$ cat config.mk
export PLATFORM = sky130hd
export DESIGN_NAME = mipsl_fetch
export DESIGN_NICKNAME = d
export VERILOG_FILES = /design/src/rtl/mipsl_pkg.sv /design/src/rtl/mipsl_ifid_reg.sv /design/src/rtl/mipsl_fetch.sv
export SDC_FILE = /design/constraint.sdc
export NUM_CORES = 1
export LEC_CHECK = 0
export ABC_AREA = 0
export ABC_CLOCK_PERIOD_IN_PS = 2490
export BUFFER_PORTS_ARGS = -buffer_cell sky130_fd_sc_hd__buf_2
export CELL_PAD_IN_SITES_DETAIL_PLACEMENT = 0
export CELL_PAD_IN_SITES_GLOBAL_PLACEMENT = 2
export CORE_UTILIZATION = 30
export DETAILED_ROUTE_END_ITERATION = 6
export PLACE_DENSITY = 0.8
export RECOVER_POWER = 25
export SETUP_SLACK_MARGIN = 0.15
export SYNTH_ARGS = -nofsm -noshare
export SYNTH_HDL_FRONTEND = slang
export SYNTH_SLANG_ARGS = --single-unit
$ cat constraint.sdc
create_clock -name clock -period 2.49 [get_ports clock]
set_input_delay 0.249 -clock clock [delete_from_list [all_inputs] [get_ports clock]]
set_output_delay 0.249 -clock clock [all_outputs]
set_load 0.005 [all_outputs]
$ cat src/rtl/mipsl_pkg.sv
// Shared definitions for the MIPS-lite fetch stage, control unit and datapath.
// Latency: none (types and constants only).
// Backpressure: none (types and constants only).
package mipsl_pkg;

  localparam int OPCODE_W = 3;
  localparam int INSTR_W  = 16;

  // add $0,$0,$0 -- opcode 0, all fields zero
  localparam logic [INSTR_W-1:0] NOP_INSTR = 16'h0000;

  typedef enum logic [OPCODE_W-1:0] {
    ADD  = 3'd0,
    SUB  = 3'd1,
    SLT  = 3'd2,
    LW   = 3'd3,
    SW   = 3'd4,
    BEQ  = 3'd5,
    ADDI = 3'd6,
    ANDI = 3'd7
  } opcode_e;

  typedef enum logic [1:0] {
    S_IDLE = 2'd0,
    S_REQ  = 2'd1,
    S_HOLD = 2'd2
  } fetch_state_e;

  // One fetched instruction together with its return address
  typedef struct packed {
    logic [INSTR_W-1:0] instr;
    logic [INSTR_W-1:0] pc_plus2;
  } ifid_ent_t;

  // Instructions are halfword aligned; bit 0 of any address is dropped
  function automatic logic [INSTR_W-1:0] align_pc(input logic [INSTR_W-1:0] a);
    return {a[INSTR_W-1:1], 1'b0};
  endfunction

endpackage

$ cat src/rtl/mipsl_ifid_reg.sv
// IF/ID pipeline register with a one-entry holding buffer for a fetch that lands during a stall.
// Latency: one cycle from load/issue strobe to the IF/ID outputs.
// Backpressure: buffer absorbs exactly one instruction; buf_full tells the fetch FSM to stop requesting.
module mipsl_ifid_reg #(
  parameter logic [15:0] NOP_INSTR = 16'h0000
) (
  input  logic                                 clock,
  input  logic                                 reset,
  input  logic                                 flush,
  input  logic                                 load_mem,
  input  logic                                 buf_load,
  input  logic                                 buf_issue,
  input  logic                                 bubble,
  input  logic [mipsl_pkg::INSTR_W-1:0]        mem_instr,
  input  logic [mipsl_pkg::INSTR_W-1:0]        mem_pc_plus2,
  output logic                                 buf_full,
  output logic                                 id_valid,
  output logic [mipsl_pkg::INSTR_W-1:0]        id_instr,
  output logic [mipsl_pkg::INSTR_W-1:0]        id_pc_plus2,
  output logic [mipsl_pkg::OPCODE_W-1:0]       id_opcode
);
  import mipsl_pkg::*;

  ifid_ent_t hold_ent;

  // Opcode decode follows the register directly so bubbles read as opcode 0
  assign id_opcode = id_instr[INSTR_W-1 -: OPCODE_W];

  // Flush beats everything but reset; a pending buffered entry issues before any new fetch
  always_ff @(posedge clock) begin
    if (reset) begin
      id_valid    <= 1'b0;
      id_instr    <= NOP_INSTR;
      id_pc_plus2 <= '0;
      buf_full    <= 1'b0;
      hold_ent    <= '{instr: NOP_INSTR, pc_plus2: '0};
    end else if (flush) begin
      id_valid <= 1'b0;
      id_instr <= NOP_INSTR;
      buf_full <= 1'b0;
    end else if (buf_issue) begin
      id_valid    <= 1'b1;
      id_instr    <= hold_ent.instr;
      id_pc_plus2 <= hold_ent.pc_plus2;
      buf_full    <= 1'b0;
    end else if (load_mem) begin
      id_valid    <= 1'b1;
      id_instr    <= mem_instr;
      id_pc_plus2 <= mem_pc_plus2;
    end else if (buf_load) begin
      buf_full <= 1'b1;
      hold_ent <= '{instr: mem_instr, pc_plus2: mem_pc_plus2};
    end else if (bubble) begin
      id_valid <= 1'b0;
      id_instr <= NOP_INSTR;
    end
  end

endmodule

$ cat src/rtl/mipsl_fetch.sv
// Instruction fetch stage: PC register, fetch FSM and IF/ID register for the MIPS-lite core.
// Latency: first instruction reaches IF/ID on the 2nd edge after reset, then one per acked cycle.
// Backpressure: stall parks one in-flight fetch in the holding buffer and suppresses imem_req until released.
module mipsl_fetch #(
  parameter logic [15:0] RESET_PC  = 16'h0000,
  parameter logic [15:0] NOP_INSTR = 16'h0000
) (
  input  logic                                 clock,
  input  logic                                 reset,
  output logic                                 imem_req,
  output logic [mipsl_pkg::INSTR_W-1:0]        imem_addr,
  input  logic                                 imem_ack,
  input  logic [mipsl_pkg::INSTR_W-1:0]        imem_rdata,
  input  logic                                 stall,
  input  logic                                 branch_taken,
  input  logic [mipsl_pkg::INSTR_W-1:0]        branch_target,
  output logic [mipsl_pkg::INSTR_W-1:0]        pc,
  output logic                                 id_valid,
  output logic [mipsl_pkg::INSTR_W-1:0]        id_instr,
  output logic [mipsl_pkg::INSTR_W-1:0]        id_pc_plus2,
  output logic [mipsl_pkg::OPCODE_W-1:0]       id_opcode
);
  import mipsl_pkg::*;

  fetch_state_e             state;
  logic                     buf_full;
  logic                     fetching;
  logic                     accept;
  logic                     load_mem;
  logic                     buf_load;
  logic                     buf_issue;
  logic                     bubble;
  logic [INSTR_W-1:0]       pc_plus2;

  // Request only from S_REQ; the buffer check keeps a full buffer from ever being overrun
  assign fetching  = (state == S_REQ) && !buf_full;
  assign imem_req  = fetching;
  assign imem_addr = pc;
  assign pc_plus2  = pc + 16'd2;

  // Decode the cycle's IF/ID action; branch_taken squashes any same-cycle data
  assign accept    = fetching && imem_ack && !branch_taken;
  assign load_mem  = accept && !stall;
  assign buf_load  = accept && stall;
  assign buf_issue = (state == S_HOLD) && !stall && !branch_taken;
  assign bubble    = fetching && !imem_ack && !stall && !branch_taken;

  // PC and fetch FSM: reset, then redirect, then normal sequencing
  always_ff @(posedge clock) begin
    if (reset) begin
      state <= S_IDLE;
      pc    <= align_pc(RESET_PC);
    end else if (branch_taken) begin
      state <= S_REQ;
      pc    <= align_pc(branch_target);
    end else begin
      case (state)
        S_IDLE: state <= S_REQ;
        S_REQ: begin
          if (accept) begin
            pc <= pc_plus2;
            if (stall) state <= S_HOLD;
          end
        end
        S_HOLD: begin
          if (!stall) state <= S_REQ;
        end
        default: state <= S_IDLE;
      endcase
    end
  end

  mipsl_ifid_reg #(
    .NOP_INSTR (NOP_INSTR)
  ) u_ifid (
    .clock        (clock),
    .reset        (reset),
    .flush        (branch_taken),
    .load_mem     (load_mem),
    .buf_load     (buf_load),
    .buf_issue    (buf_issue),
    .bubble       (bubble),
    .mem_instr    (imem_rdata),
    .mem_pc_plus2 (pc_plus2),
    .buf_full     (buf_full),
    .id_valid     (id_valid),
    .id_instr     (id_instr),
    .id_pc_plus2  (id_pc_plus2),
    .id_opcode    (id_opcode)
  );

endmodule
Word level (Yosys, flattened, before mapping)
Index checks and enable logic that the tools add are counted.
{ "totals": {"ff_bits": 84, "latch_bits": 0, "ramBits": 0, "rom_bits": 0, "input_bits": 37, "output_inout_bits": 69, "elab_cells": 70, "memories": 0} }
{ "classes": {"addsub": 1, "multipliers": 0, "div_mod_pow": 0, "n_lt_le_gt_ge": 0, "n_eq_ne": 9, "shift": 0, "mux": 18, "bitwise": 3, "n_reduce_logical": 29} }
{ "op_table": {"columns": ["cell", "n"], "rows": [
  ["$mux 16", 9],
  ["$add 16x2->16 const B", 1],
  ["$logic_and 1x1->1", 10],
  ["$reduce_and 2->1", 5],
  ["$ne 3x3->1 const B", 3],
  ["$mux 2", 3],
  ["$ne 2x2->1 const B", 3],
  ["$pmux 2 s3", 1],
  ["$reduce_and 3->1", 2],
  ["$reduce_bool 2->1", 3],
  ["$mux 1", 5],
  ["$logic_not 1->1", 4],
  ["$reduce_and 4->1", 1],
  ["$ne 3x2->1 const B", 1],
  ["$not 1->1", 3],
  ["$reduce_bool 3->1", 1],
  ["$reduce_or 3->1", 1],
  ["$eq 2x1->1 const B", 1],
  ["$eq 2x2->1 const B", 1],
  ["$logic_not 2->1", 1],
  ["$reduce_or 2->1", 1]
]} }

Longest topological paths before layout
Gate-level depths: netlist of the first run.
{ "depth": {"word_depth": 9, "depth_mapped": 7, "depth_no_buf": 5} }

Modules after synthesis
From an unflattened synthesis of the first run, not the netlist that was laid out.
{ "unflattened": {"cells_unflattened": 490, "hier_area_um2": 4116.4} }
{ "by_module_without_submodules": {"columns": ["mod", "n_inst", "cells_per_inst", "area_each_um2", "seq_area_each_um2"], "rows": [
  ["mipsl_ifid_reg", 1, 317, 2695.1, 1321.3],
  ["mipsl_fetch", 1, 173, 1421.4, 340.3]
]} }

Worst setup path after synthesis of the first run
No wires, ideal clock.
{ "synth_timing": {"path_type": "reg2reg", "start": "register pc (netlist bit imem_addr[1])", "end": "register pc (netlist bit imem_addr[11])", "setup_time_ns": 0.115, "arrival_time_ns": 1.673, "required_time_ns": 2.375, "path_slack_ns": 0.703, "path_stages_with_launch": 7, "n_path_buf": 1, "period_less_slack_ns": 1.787, "cell_sequence": "dfxtp_1 -> ha_1 -> nand4_1 -> buf_4 -> nor4_1 -> xor2_1 -> o21a_1"} }
{ "synth_between": {"elab_chain_len": 4} }
{ "synth_lines": {"columns": ["element", "line_no", "rtl"], "rows": [
  ["from (decl)", "mipsl_fetch.sv:17", "output logic [mipsl_pkg::INSTR_W-1:0] pc,"],
  ["from (signal assigned)", "mipsl_fetch.sv:52", "pc <= align_pc(RESET_PC);"],
  ["from (signal assigned)", "mipsl_fetch.sv:55", "pc <= align_pc(branch_target);"],
  ["from (signal assigned)", "mipsl_fetch.sv:61", "pc <= pc_plus2;"],
  ["$add 16x2->16", "mipsl_fetch.sv:39", "assign pc_plus2 = pc + 16'd2;"],
  ["$mux 16", "mipsl_fetch.sv:60", "if (accept) begin"],
  ["$mux 16", "mipsl_fetch.sv:57", "case (state)"],
  ["$mux 16", "mipsl_fetch.sv:53", "end else if (branch_taken) begin"]
]} }
No other way between the ends. The select of a mux whose other input is x is not followed.
A chain may end at the register's enable or synchronous reset.

Worst setup path in the final report of the first run
{ "layout_timing": {"start": "register state[0]", "end": "register pc (netlist bit imem_addr[10])"} }
{ "layout_between": {"elab_chain_len": 6, "elab_cells_between_ends": 7, "cone_classes": "1 x eq/ne; 6 x reduce/logical"} }
{ "layout_lines": {"columns": ["element", "line_no", "rtl"], "rows": [
  ["from (decl)", "mipsl_fetch.sv:25", "fetch_state_e state;"],
  ["from (signal assigned)", "mipsl_fetch.sv:51", "state <= S_IDLE;"],
  ["from (signal assigned)", "mipsl_fetch.sv:54", "state <= S_REQ;"],
  ["from (signal assigned)", "mipsl_fetch.sv:58", "S_IDLE: state <= S_REQ;"],
  ["$eq 2x1->1 (*)", "mipsl_fetch.sv:36, mipsl_fetch.sv:57", null],
  ["$logic_and 1x1->1", "mipsl_fetch.sv:36", "assign fetching = (state == S_REQ) && !buf_full;"],
  ["$logic_and 1x1->1 (2 in a row)", "mipsl_fetch.sv:42", "assign accept = fetching && imem_ack && !branch_taken;"],
  ["$reduce_bool 2->1 (no source line)", null, null],
  ["$reduce_and 2->1 (no source line) (*)", null, null]
]} }
Every way passes the cells marked *; elsewhere a longest branch is shown, timed or not.

==> reports/metrics.yaml, run 1 <==
sta:
  fin_skew_ps: 4.05
  rsz0062_at_grt: "no"
  fmax_ghz: 0.484
  final-setup-viol-count: 0
  maxSlewHeadroom: 0.656
  timing.final.crit_share: 0.830
  hold_viol: 0
  maxSlewViolCount: 0
  final.setup.tns_ps: 0
  fin_crit_ps: 2070
  tightest_slew_ps: 512
clock_tree:
  cts_hold_buf: 0
  htreeDepth: 3
  max-clock-path-buffers: 2
  postCtsSetupBuffers: 0
  tritoncts: "done"
  clkSlewWorstSetupHoldPaths_ps: 60
  insertion_delay_ps: 330
  cts_buffers: 9
  cts_root_buf: "clkbuf_16"
  cts-resized-gates: 0
  cts_sinks: 81
logic_synthesis:
  synth_edf_count: 0
  synth_cells: 457
  synth_top_family_by_area: "simple AND/OR/NAND/NOR gates"
  synth_xor_area_frac: 0.0362
  ys_warn_count: 0
  yosysSeqAreaShare: 0.419
  synth-adder-area-share: 0.00324
  ys_ff_latch: 81
  ys.flop_type: "dfxtp_1"
  synth_mux_area_frac: 0.0107
  async_reset_ff_frac: 0
  synth_compound_area_frac: 0.207
  synthesis.area_um2: 3870
  syn_avg_cell_area_um2: 8.46
  yosysUniqueCellTypes: 52
  synthSimpleGateAreaFrac: 0.226
critical_path:
  crit_type: "reg -> reg"
  start_kind: "flop"
  r2r_slack_ps: 420
  reg2reg_depth: 5
  crit_arrival_ps: 2290
  crit_path_top_delay_cell: "nand4bb_1"
  cpPeakStageDelay_ps: 470
  worstPathCellList: "nand4bb_1 -> buf_4 -> nor4_1 -> xor2_1 -> o21a_1"
  worst-path-buf-inv: 1
  worstReg2RegEnd: "imem_addr[10]$_SDFFE_PP0P_"
  r2r-start: "state[0]$_SDFFE_PP0P_"
  critPathTopFamily: "simple AND/OR/NAND/NOR gates"
  critPathCaptureType: "flop"
  path_max_fanout: 10
  worstPathRequired_ps: 2710
  worstSetupStartpoint: "state[0]$_SDFFE_PP0P_"
power:
  pwr-share-clk: 0.452
  pwr-share-comb: 0.092
  ir_drop_uv: 287
  p_leak_uw: 0.00179
  power_switching_uw: 762
  swShare: 0.251
  p_int_uw: 2270
  p_total_uw: 3030
  p_seq_frac: 0.456
  power_density_nw_per_um2: 646
drt:
  wirelength_um: 10700
  wire_per_inst_um: 15.1
  drt_drc_violations_left: 0
  drt_pre_antenna_iters: 5
  vias: 3533
  ant_nets: 0
  drt_iter0_drc: 228
  viasPerCell: 4.98
cells_and_area:
  n_antenna_cell: 0
  nets: 571
  utilization: 0.372
  area_delta_synth_final_pct: 21.5
  final_cell_mix: "dfxtp_1 (81), buf_2 (74), nand2_1 (58)"
  drive_gt1_frac: 0.227
  final_common_cell: "dfxtp_1"
grt:
  grt_pass1_wl_um: 17500
  grt_max_degree: 42
  grt_overflow: 0
  grt_pass1_vias: 3410
  antenna_found_initial: 0
  gr-usage-all-layers: 0.169
hold_path:
  hp-class: "in -> reg"
  hold_depth: 3
  hold_path_end: "imem_addr[2]$_SDFFE_PP0P_"
  hold_path_startpoint: "branch_target[2]"
floorplanning:
  die_y_um: 116
  fp.dieArea_um2: 13300
  die_w_um: 116
  core-area_um2: 12600
  io_pins: 106
  rows: 41
  initial_utilization: 0.306
placement:
  finalWeightedCongestion: 0.744
  dpl.hpwl_um: 7490
  io_buffers: 101
run_status:
  outcome: "finished, final reports clean"
run:
  maxCapViolCount: 0
## metrics by stage
stage,setup WS (ps),cells,cell area (um2),hold slack [ps]
after floorplan,703,459,3870,385
after global placement,490,694,4420,441
after detailed placement,455,694,4420,443
after CTS,442,710,4740,149
after global routing,301,710,4700,164
final,423,710,4700,153
## routing by layer
layer  part of all wire  vias up  global-route usage
met2               0.46       94               0.271
li1                   -     1761                   -
met3              0.057        8              0.0335
met5                  0        -                   0
met4              0.010        0              0.0545
met1               0.47     1670               0.229
## kinds of logic after synthesis
| logic type | count (synthesis) |
|---|---|
| flops | 81 |
| fa+ha+maj | 1 |
| buf+inv | 70 |
| simple gates | 168 |
| compound gates | 116 |
| mux | 4 |
| xor+xnor | 16 |
| other cells | 1 |
## synthesized netlist by cell type, types with 7 or more instances
cell	number	area (um2)
o21ai_0	9	45.0
nor2_1	41	154
xnor2_1	9	78.8
a21oi_1	42	210
buf_2	11	55.1
nand2_1	58	218
a222oi_1	16	160
nand3_1	10	50.1
a2bb2oi_1	9	78.8
clkbuf_1	19	71.3
nor4_1	7	43.8
buf_4	25	188
inv_1	14	52.6
o21a_1	12	90.1
nor3_1	21	105
xor2_1	7	61.3
dfxtp_1	81	1620
## power by group through the flow
stage / Clock, uW / Combinational, uW / Sequential (uW)
after global placement: 0 / 279 / 1410
after floorplan: 0 / 192 / 1400
after CTS: 1400 / 283 / 1380
after detailed placement: 0 / 282 / 1410
after global routing: 1470 / 314 / 1390
final: 1370 / 278 / 1380
## sequential cells by signal (all words and copies together) (netlist names)
signal,count
imem_addr,15
state,2
u_ifid.buf_full,1
u_ifid.hold_ent,31
u_ifid.id_instr,16
u_ifid.id_pc_plus2,15
u_ifid.id_valid,1
## cell type report
cell class,count,area (um2)
clock inverter,6,72.6
sequential,81,1620
timing repair buffer,119,603
tap,172,215
fill,1316,7920
clock buffer,10,239
inverter,14,52.6
multi-input combinational,308,1890
## worst register-to-register path, cell delays in order, from the launching register on
cell	delay, ps
dfxtp_1	450
nand4bb_1	470
buf_4	360
nor4_1	380
xor2_1	120
o21a_1	180
## worst max-delay path by stage
stage                                 end  cells past startpoint
2_1_floorplan  imem_addr[11]$_SDFFE_PP0P_                      6
3_3_place_gp   imem_addr[11]$_SDFFE_PP0P_                      6
3_5_place_dp   imem_addr[10]$_SDFFE_PP0P_                      5
4_1_cts        imem_addr[10]$_SDFFE_PP0P_                      5
5_1_grt        imem_addr[10]$_SDFFE_PP0P_                      5
6_report       imem_addr[10]$_SDFFE_PP0P_                      5
Note: power is estimated with default switching activity, not from simulation.
==> inputs of run 2 (changes only) <==
- ABC_AREA: 0 -> 1
- ABC_CLOCK_PERIOD_IN_PS: 2490 -> 1700
- CORE_UTILIZATION: 30 -> 25
- PLACE_DENSITY: 0.8 -> 0.76
- clock period: 2.49 -> 1.7 ns (I/O delays scaled with it)
==> run 2 against run 1 <==
Global-route usage shrank 2.0 points. Critical endpoint is now u_ifid.hold_ent[26]$_SDFFE_PP0P_. Via count grew 8.8%. Final cell count grew 24%. Synthesized cell count grew 24%. Register-to-register slack lost 200 ps. Highest routed layer unchanged. Clock-buffer cell count grew 1. Largest power group is now clock. First-iteration DRC count shrank 32%. Sequential power grew 45%. Area after synthesis grew 1.7%.
==> reports/metrics.yaml, run 2 <==
sta:
  rsz0062_at_grt: "yes"
  final-setup-viol-count: 0
  maxSlewViolCount: 0
  final.setup.tns_ps: 0
  fin_skew_ps: 4.19
  fin_crit_ps: 1470
  hold_viol: 0
  timing.final.crit_share: 0.866
  fmax_ghz: 0.679
run:
  maxCapViolCount: 0
critical_path:
  worstPathRequired_ps: 1930
  crit_arrival_ps: 1700
  r2r_slack_ps: 230
  path_max_fanout: 16
  worstReg2RegEnd: "u_ifid.hold_ent[26]$_SDFFE_PP0P_"
  cpPeakStageDelay_ps: 360
  crit_type: "reg -> reg"
  r2r-start: "state[1]$_SDFFE_PP0P_"
  start_kind: "flop"
  critPathCaptureType: "flop"
  crit_path_top_delay_cell: "dfxtp_2"
  worstPathCellList: "inv_2 -> nand2_2 -> nor2_4 -> nand2_4 -> nor2_4 -> nand2_2 -> buf_6 -> o21ai_0 -> nor2_1"
  reg2reg_depth: 9
clock_tree:
  cts_buffers: 9
  insertion_delay_ps: 330
  clkSlewWorstSetupHoldPaths_ps: 60
  htreeDepth: 3
  tritoncts: "done"
  cts_hold_buf: 0
  max-clock-path-buffers: 2
  cts_root_buf: "clkbuf_16"
  cts_sinks: 81
floorplanning:
  io_pins: 106
  die_y_um: 127
  core-area_um2: 15300
  initial_utilization: 0.258
  die_w_um: 127
  fp.dieArea_um2: 16200
  rows: 45
cells_and_area:
  largest_register_ffs: 31
  final_cell_mix: "nand2_1 (141), nor2_1 (81), buf_2 (79)"
  largestRegisters: "u_ifid.hold_ent x31, u_ifid.id_instr x16"
  largest-register: "u_ifid.hold_ent"
  final_cells: 882
  nets: 704
  final_common_cell: "nand2_1"
  area_delta_synth_final_pct: 29.6
  n_antenna_cell: 0
  utilization: 0.334
  drive_gt1_frac: 0.230
drt:
  drt_iter0_drc: 156
  drt_pre_antenna_iters: 4
  wl_met2_um: 5840
  met3_length_um: 485
  drt_drc_violations_left: 0
  ant_nets: 0
  vias: 3845
  highest_layer: "met4"
  viasPerCell: 4.36
  wire_per_inst_um: 13.7
  wirelength_um: 12100
  met1_length_um: 5600
logic_synthesis:
  async_reset_ff_frac: 0
  synth_top_cell_area_share: 0.412
  synthesis.area_um2: 3940
  synth_area_leaders: "dfxtp_1 (41%), nand2_1 (14%), nor2_1 (8.1%)"
  synth_top_cell_by_area: "dfxtp_1"
  yosysUniqueCellTypes: 32
  syn_avg_cell_area_um2: 6.96
  synth.most_common_cell: "nand2_1"
  ys_ff_latch: 81
  yosys-top-cells-count: "nand2_1 (144), nor2_1 (85), dfxtp_1 (81), inv_1 (45), a21oi_1 (42)"
  ys.flop_type: "dfxtp_1"
  synth_cells: 565
  synth_edf_count: 0
  ys_warn_count: 0
  yosysSeqAreaShare: 0.412
placement:
  dp_cells: 860
  io_buffers: 101
  dpl.hpwl_um: 8460
  finalWeightedCongestion: 0.769
grt:
  gr-usage-all-layers: 0.149
  grt_pass1_wl_um: 18700
  grt_overflow: 0
  grt_pass1_vias: 3660
  antenna_found_initial: 0
  grt_max_degree: 32
run_status:
  outcome: "finished, final reports clean"
power:
  power_switching_uw: 1100
  ir_drop_uv: 454
  pwr-share-comb: 0.102
  pwr-share-clk: 0.457
  p_int_uw: 3420
  power_density_nw_per_um2: 888
  swShare: 0.243
  p_leak_uw: 0.00218
  p_seq_frac: 0.441
hold_path:
  hold_path_startpoint: "imem_rdata[1]"
  hp-class: "in -> reg"
  hold_depth: 3
  hold_path_end: "u_ifid.hold_ent[17]$_SDFFE_PP0P_"
[run 2: changes by cell type in the layout (fill, tap and decap cells not counted), sizes merged, moves of 9 or more]
cell / before / now
a21boi: 1 / 18
a222oi: 16 / 0
a2bb2oi: 9 / 0
buf: 91 / 110
inv: 16 / 48
nand2: 59 / 147
nand3: 11 / 37
nor2: 41 / 89
nor3: 21 / 2
nor4: 10 / 0
o21a: 12 / 0
o21ai: 12 / 34
[run 2: worst max-delay path, delay by kind of cell, from the launching register on]
| family | cells | cell delay (ps) |
|---|---|---|
| simple gates | 6 | 590 |
| flops | 1 | 360 |
| buf+inv | 2 | 240 |
| compound gates | 1 | 170 |
[run 2: worst max-delay path by stage]
stage	start	cells past startpoint	slack (ps)	endpoint
final	state[1]$_SDFFE_PP0P_	9	230	u_ifid.hold_ent[26]$_SDFFE_PP0P_
after global routing	imem_addr[4]$_SDFFE_PP0P_	6	110	u_ifid.id_pc_plus2[12]$_SDFFE_PP0P_
after CTS	imem_addr[5]$_SDFFE_PP0P_	6	160	u_ifid.id_pc_plus2[12]$_SDFFE_PP0P_
after detailed placement	state[1]$_SDFFE_PP0P_	9	140	u_ifid.hold_ent[22]$_SDFFE_PP0P_
after global placement	state[1]$_SDFFE_PP0P_	9	180	u_ifid.hold_ent[2]$_SDFFE_PP0P_
after floorplan	imem_addr[1]$_SDFFE_PP0P_	8	220	u_ifid.hold_ent[15]$_SDFFE_PP0P_
[run 2: stage by stage]
stage	area (um2)	setup slack [ps]	power [uW]	hold slack (ps)
after global routing	5100	113	4740	115
after global placement	4650	184	2470	437
after floorplan	3940	222	2300	308
after CTS	4980	159	4570	96.4
after detailed placement	4650	135	2480	447
final	5100	228	4530	86.8
[run 2: kinds of logic after synthesis]
family / share of synthesized area
flip-flops: 0.412
buffers and inverters: 0.124
XOR/XNOR: 0.0111
AO/OA/AOI/OAI: 0.143
other: 0.000953
adder cells (fa/ha/maj): 0.00318
AND/OR/NAND/NOR: 0.306
[run 2: final cells by class]
cell class,count,area (um2)
fill,1648,10200
clock inverter,5,80.1
multi-input combinational,393,1900
clock buffer,11,233
timing repair buffer,133,806
tap,211,264
sequential,81,1630
inverter,48,188
[run 2: timing repair]
action                                  CTS  global route
setup buffers                             1             4
pin swaps                                 0             4
cloned                                    0             1
resized for setup                         1            35
endpoints found under the setup margin   13            68
[run 2: layer usage]
metal,up-vias,global-route usage
li1,1986,-
met1,1783,0.196
met2,65,0.250
met3,11,0.0226
met4,0,0.0504
met5,-,0
[run 2: power by group through the flow]
stage / Combinational [uW] / Sequential [uW] / Clock [uW]
after global routing: 516 / 2000 / 2220
after CTS: 444 / 1990 / 2130
after floorplan: 257 / 2040 / 0
final: 461 / 2000 / 2070
after detailed placement: 439 / 2040 / 0
after global placement: 433 / 2040 / 0
==> inputs of run 3 (changes only) <==
- ABC_CLOCK_PERIOD_IN_PS: 1700 -> 1600
- CORE_UTILIZATION: 25 -> 28
- HOLD_SLACK_MARGIN: not set -> 0.08
- PLACE_DENSITY: 0.76 -> 0.8
- clock period: 1.7 -> 1.6 ns (I/O delays scaled with it)
==> run 3 against run 2 <==
Core utilization grew 6.4 points. Combinational power grew 18%. Wire length shrank 1.3%. First-iteration DRC count grew 3.2%. Power grew 2.2%. Clock-buffer cell count grew 3. Design area grew 5.0%. Hold slack gained 1.6 ps. Maximum frequency grew 0.72%. Critical endpoint is now u_ifid.hold_ent[22]$_SDFFE_PP0P_. Largest cell class unchanged. Highest routed layer unchanged.
==> reports/metrics.yaml, run 3 (synthesized netlist as in run 2, its figures left out) <==
drt:
  wirelength_um: 11900
  ant_nets: 0
  drt_pre_antenna_iters: 4
  viasPerCell: 4.59
  vias: 3945
  wire_per_inst_um: 13.9
  drt_iter0_drc: 161
  drt_drc_violations_left: 0
floorplanning:
  die_w_um: 121
  die_y_um: 121
  core-area_um2: 13500
  io_pins: 106
  rows: 42
  initial_utilization: 0.293
  fp.dieArea_um2: 14500
sta:
  holdWs_ps: 88.4
  maxSlewViolCount: 0
  fin_skew_ps: 3.90
  rsz0062_at_grt: "yes"
  hold_viol: 0
  fmax_ghz: 0.684
  final-setup-viol-count: 0
  fin_crit_ps: 1460
  timing.final.crit_share: 0.914
  final.setup.tns_ps: 0
cells_and_area:
  nets: 716
  final_cells: 859
  largest_register_ffs: 31
  area_delta_synth_final_pct: 36.0
  n_antenna_cell: 0
  final_common_cell: "nand2_1"
  final_cell_mix: "nand2_1 (129), buf_2 (85), dfxtp_1 (73)"
  largestRegisters: "u_ifid.hold_ent x31, u_ifid.id_instr x16"
  largest-register: "u_ifid.hold_ent"
  drive_gt1_frac: 0.318
  fill_cells: 1490
critical_path:
  crit_arrival_ps: 1730
  reg2reg_depth: 8
  critPathCaptureType: "flop"
  crit_type: "reg -> reg"
  worstPathRequired_ps: 1870
  path_max_fanout: 7
  r2r_slack_ps: 140
  worstReg2RegEnd: "u_ifid.hold_ent[22]$_SDFFE_PP0P_"
  start_kind: "flop"
  worstSetupStartpoint: "state[1]$_SDFFE_PP0P_"
  r2r-start: "state[1]$_SDFFE_PP0P_"
placement:
  dpl.hpwl_um: 8250
  finalWeightedCongestion: 0.842
  dp_cells: 830
  io_buffers: 101
run:
  maxCapViolCount: 0
clock_tree:
  tritoncts: "done"
  cts_root_buf: "clkbuf_16"
  cts_sinks: 81
  max-clock-path-buffers: 2
  insertion_delay_ps: 340
  clkSlewWorstSetupHoldPaths_ps: 60
  cts_buffers: 9
  htreeDepth: 3
grt:
  grt_max_degree: 32
  grt_pass1_wl_um: 18600
  gr-usage-all-layers: 0.166
  grt_pass1_vias: 3651
  antenna_found_initial: 0
  grt_overflow: 0
hold_path:
  hold_depth: 3
  hold_path_end: "u_ifid.hold_ent[18]$_SDFFE_PP0P_"
  hold_path_startpoint: "imem_rdata[2]"
  hp-class: "in -> reg"
power:
  power_density_nw_per_um2: 864
  p_leak_uw: 0.00229
  ir_drop_uv: 561
run_status:
  outcome: "finished, final reports clean"
## run 3: cell count changes in the layout (fill, tap and decap cells not counted), sizes merged
cell	previous run	this run
buf	110	123
bufinv	2	0
clkbuf	34	32
clkinvlp	2	1
dlygate4sd3	0	3
nand2	147	148
## run 3: report_power, final
| part | switching (uW) | total (uW) | internal (uW) |
|---|---|---|---|
| Clock | 816 | 1950 | 1140 |
| Combinational | 309 | 544 | 234 |
| Sequential | 53.9 | 2130 | 2070 |
## run 3: per-layer routing
| layer | up-vias | GRT usage | share of wire |
|---|---|---|---|
| met2 | 61 | 0.274 | 0.48 |
| met1 | 1852 | 0.217 | 0.48 |
| li1 | 2018 | - | - |
| met3 | 14 | 0.0269 | 0.031 |
| met4 | 0 | 0.0648 | 0.015 |
| met5 | - | 0 | 0 |
## run 3: how the worst max path moves through the flow
stage	depth (start not counted)	end	slack (ps)
final	8	u_ifid.hold_ent[22]$_SDFFE_PP0P_	140
after CTS	9	imem_addr[13]$_SDFFE_PP0P_	110
after floorplan	8	imem_addr[13]$_SDFFE_PP0P_	160
after detailed placement	8	u_ifid.hold_ent[15]$_SDFFE_PP0P_	40
after global routing	9	u_ifid.hold_ent[14]$_SDFFE_PP0P_	80
after global placement	8	u_ifid.hold_ent[15]$_SDFFE_PP0P_	70
## run 3: per-stage QoR
stage	instance area, um2	total power, uW	worst slack, ps	utilization
floorplan	3950	2440	158	-
global placement	4650	2620	71.2	0.346
detailed placement	4650	2630	38.9	0.346
CTS	4990	4620	107	0.371
global route	5350	4830	75.8	0.398
finish	5350	4620	138	0.398
## run 3: layout make-up
type	instances	area [um2]	area share
clock buffer	14	264	0.0493
clock inverter	2	12.5	0.00234
inverter	48	190	0.0355
multi-input combinational	394	2080	0.390
sequential	81	1640	0.306
tap	176	220	0.0412
timing repair buffer	144	943	0.176
## run 3: worst max-delay path, stage by stage (launching register included)
cell,delay (ps)
dfxtp_4,370
inv_2,70
nand2_4,60
nor3_4,170
nand2_2,100
nor2_4,270
clkbuf_16,230
nor2_1,40
nor2_1,90
## run 3: timing repair
action,in CTS,in global routing
hold buffers,3,0
setup endpoints to repair,52,78
pin swaps,3,42
gates resized for setup,14,98
gates cloned,0,4
hold endpoints to repair,3,0
setup buffers,1,5
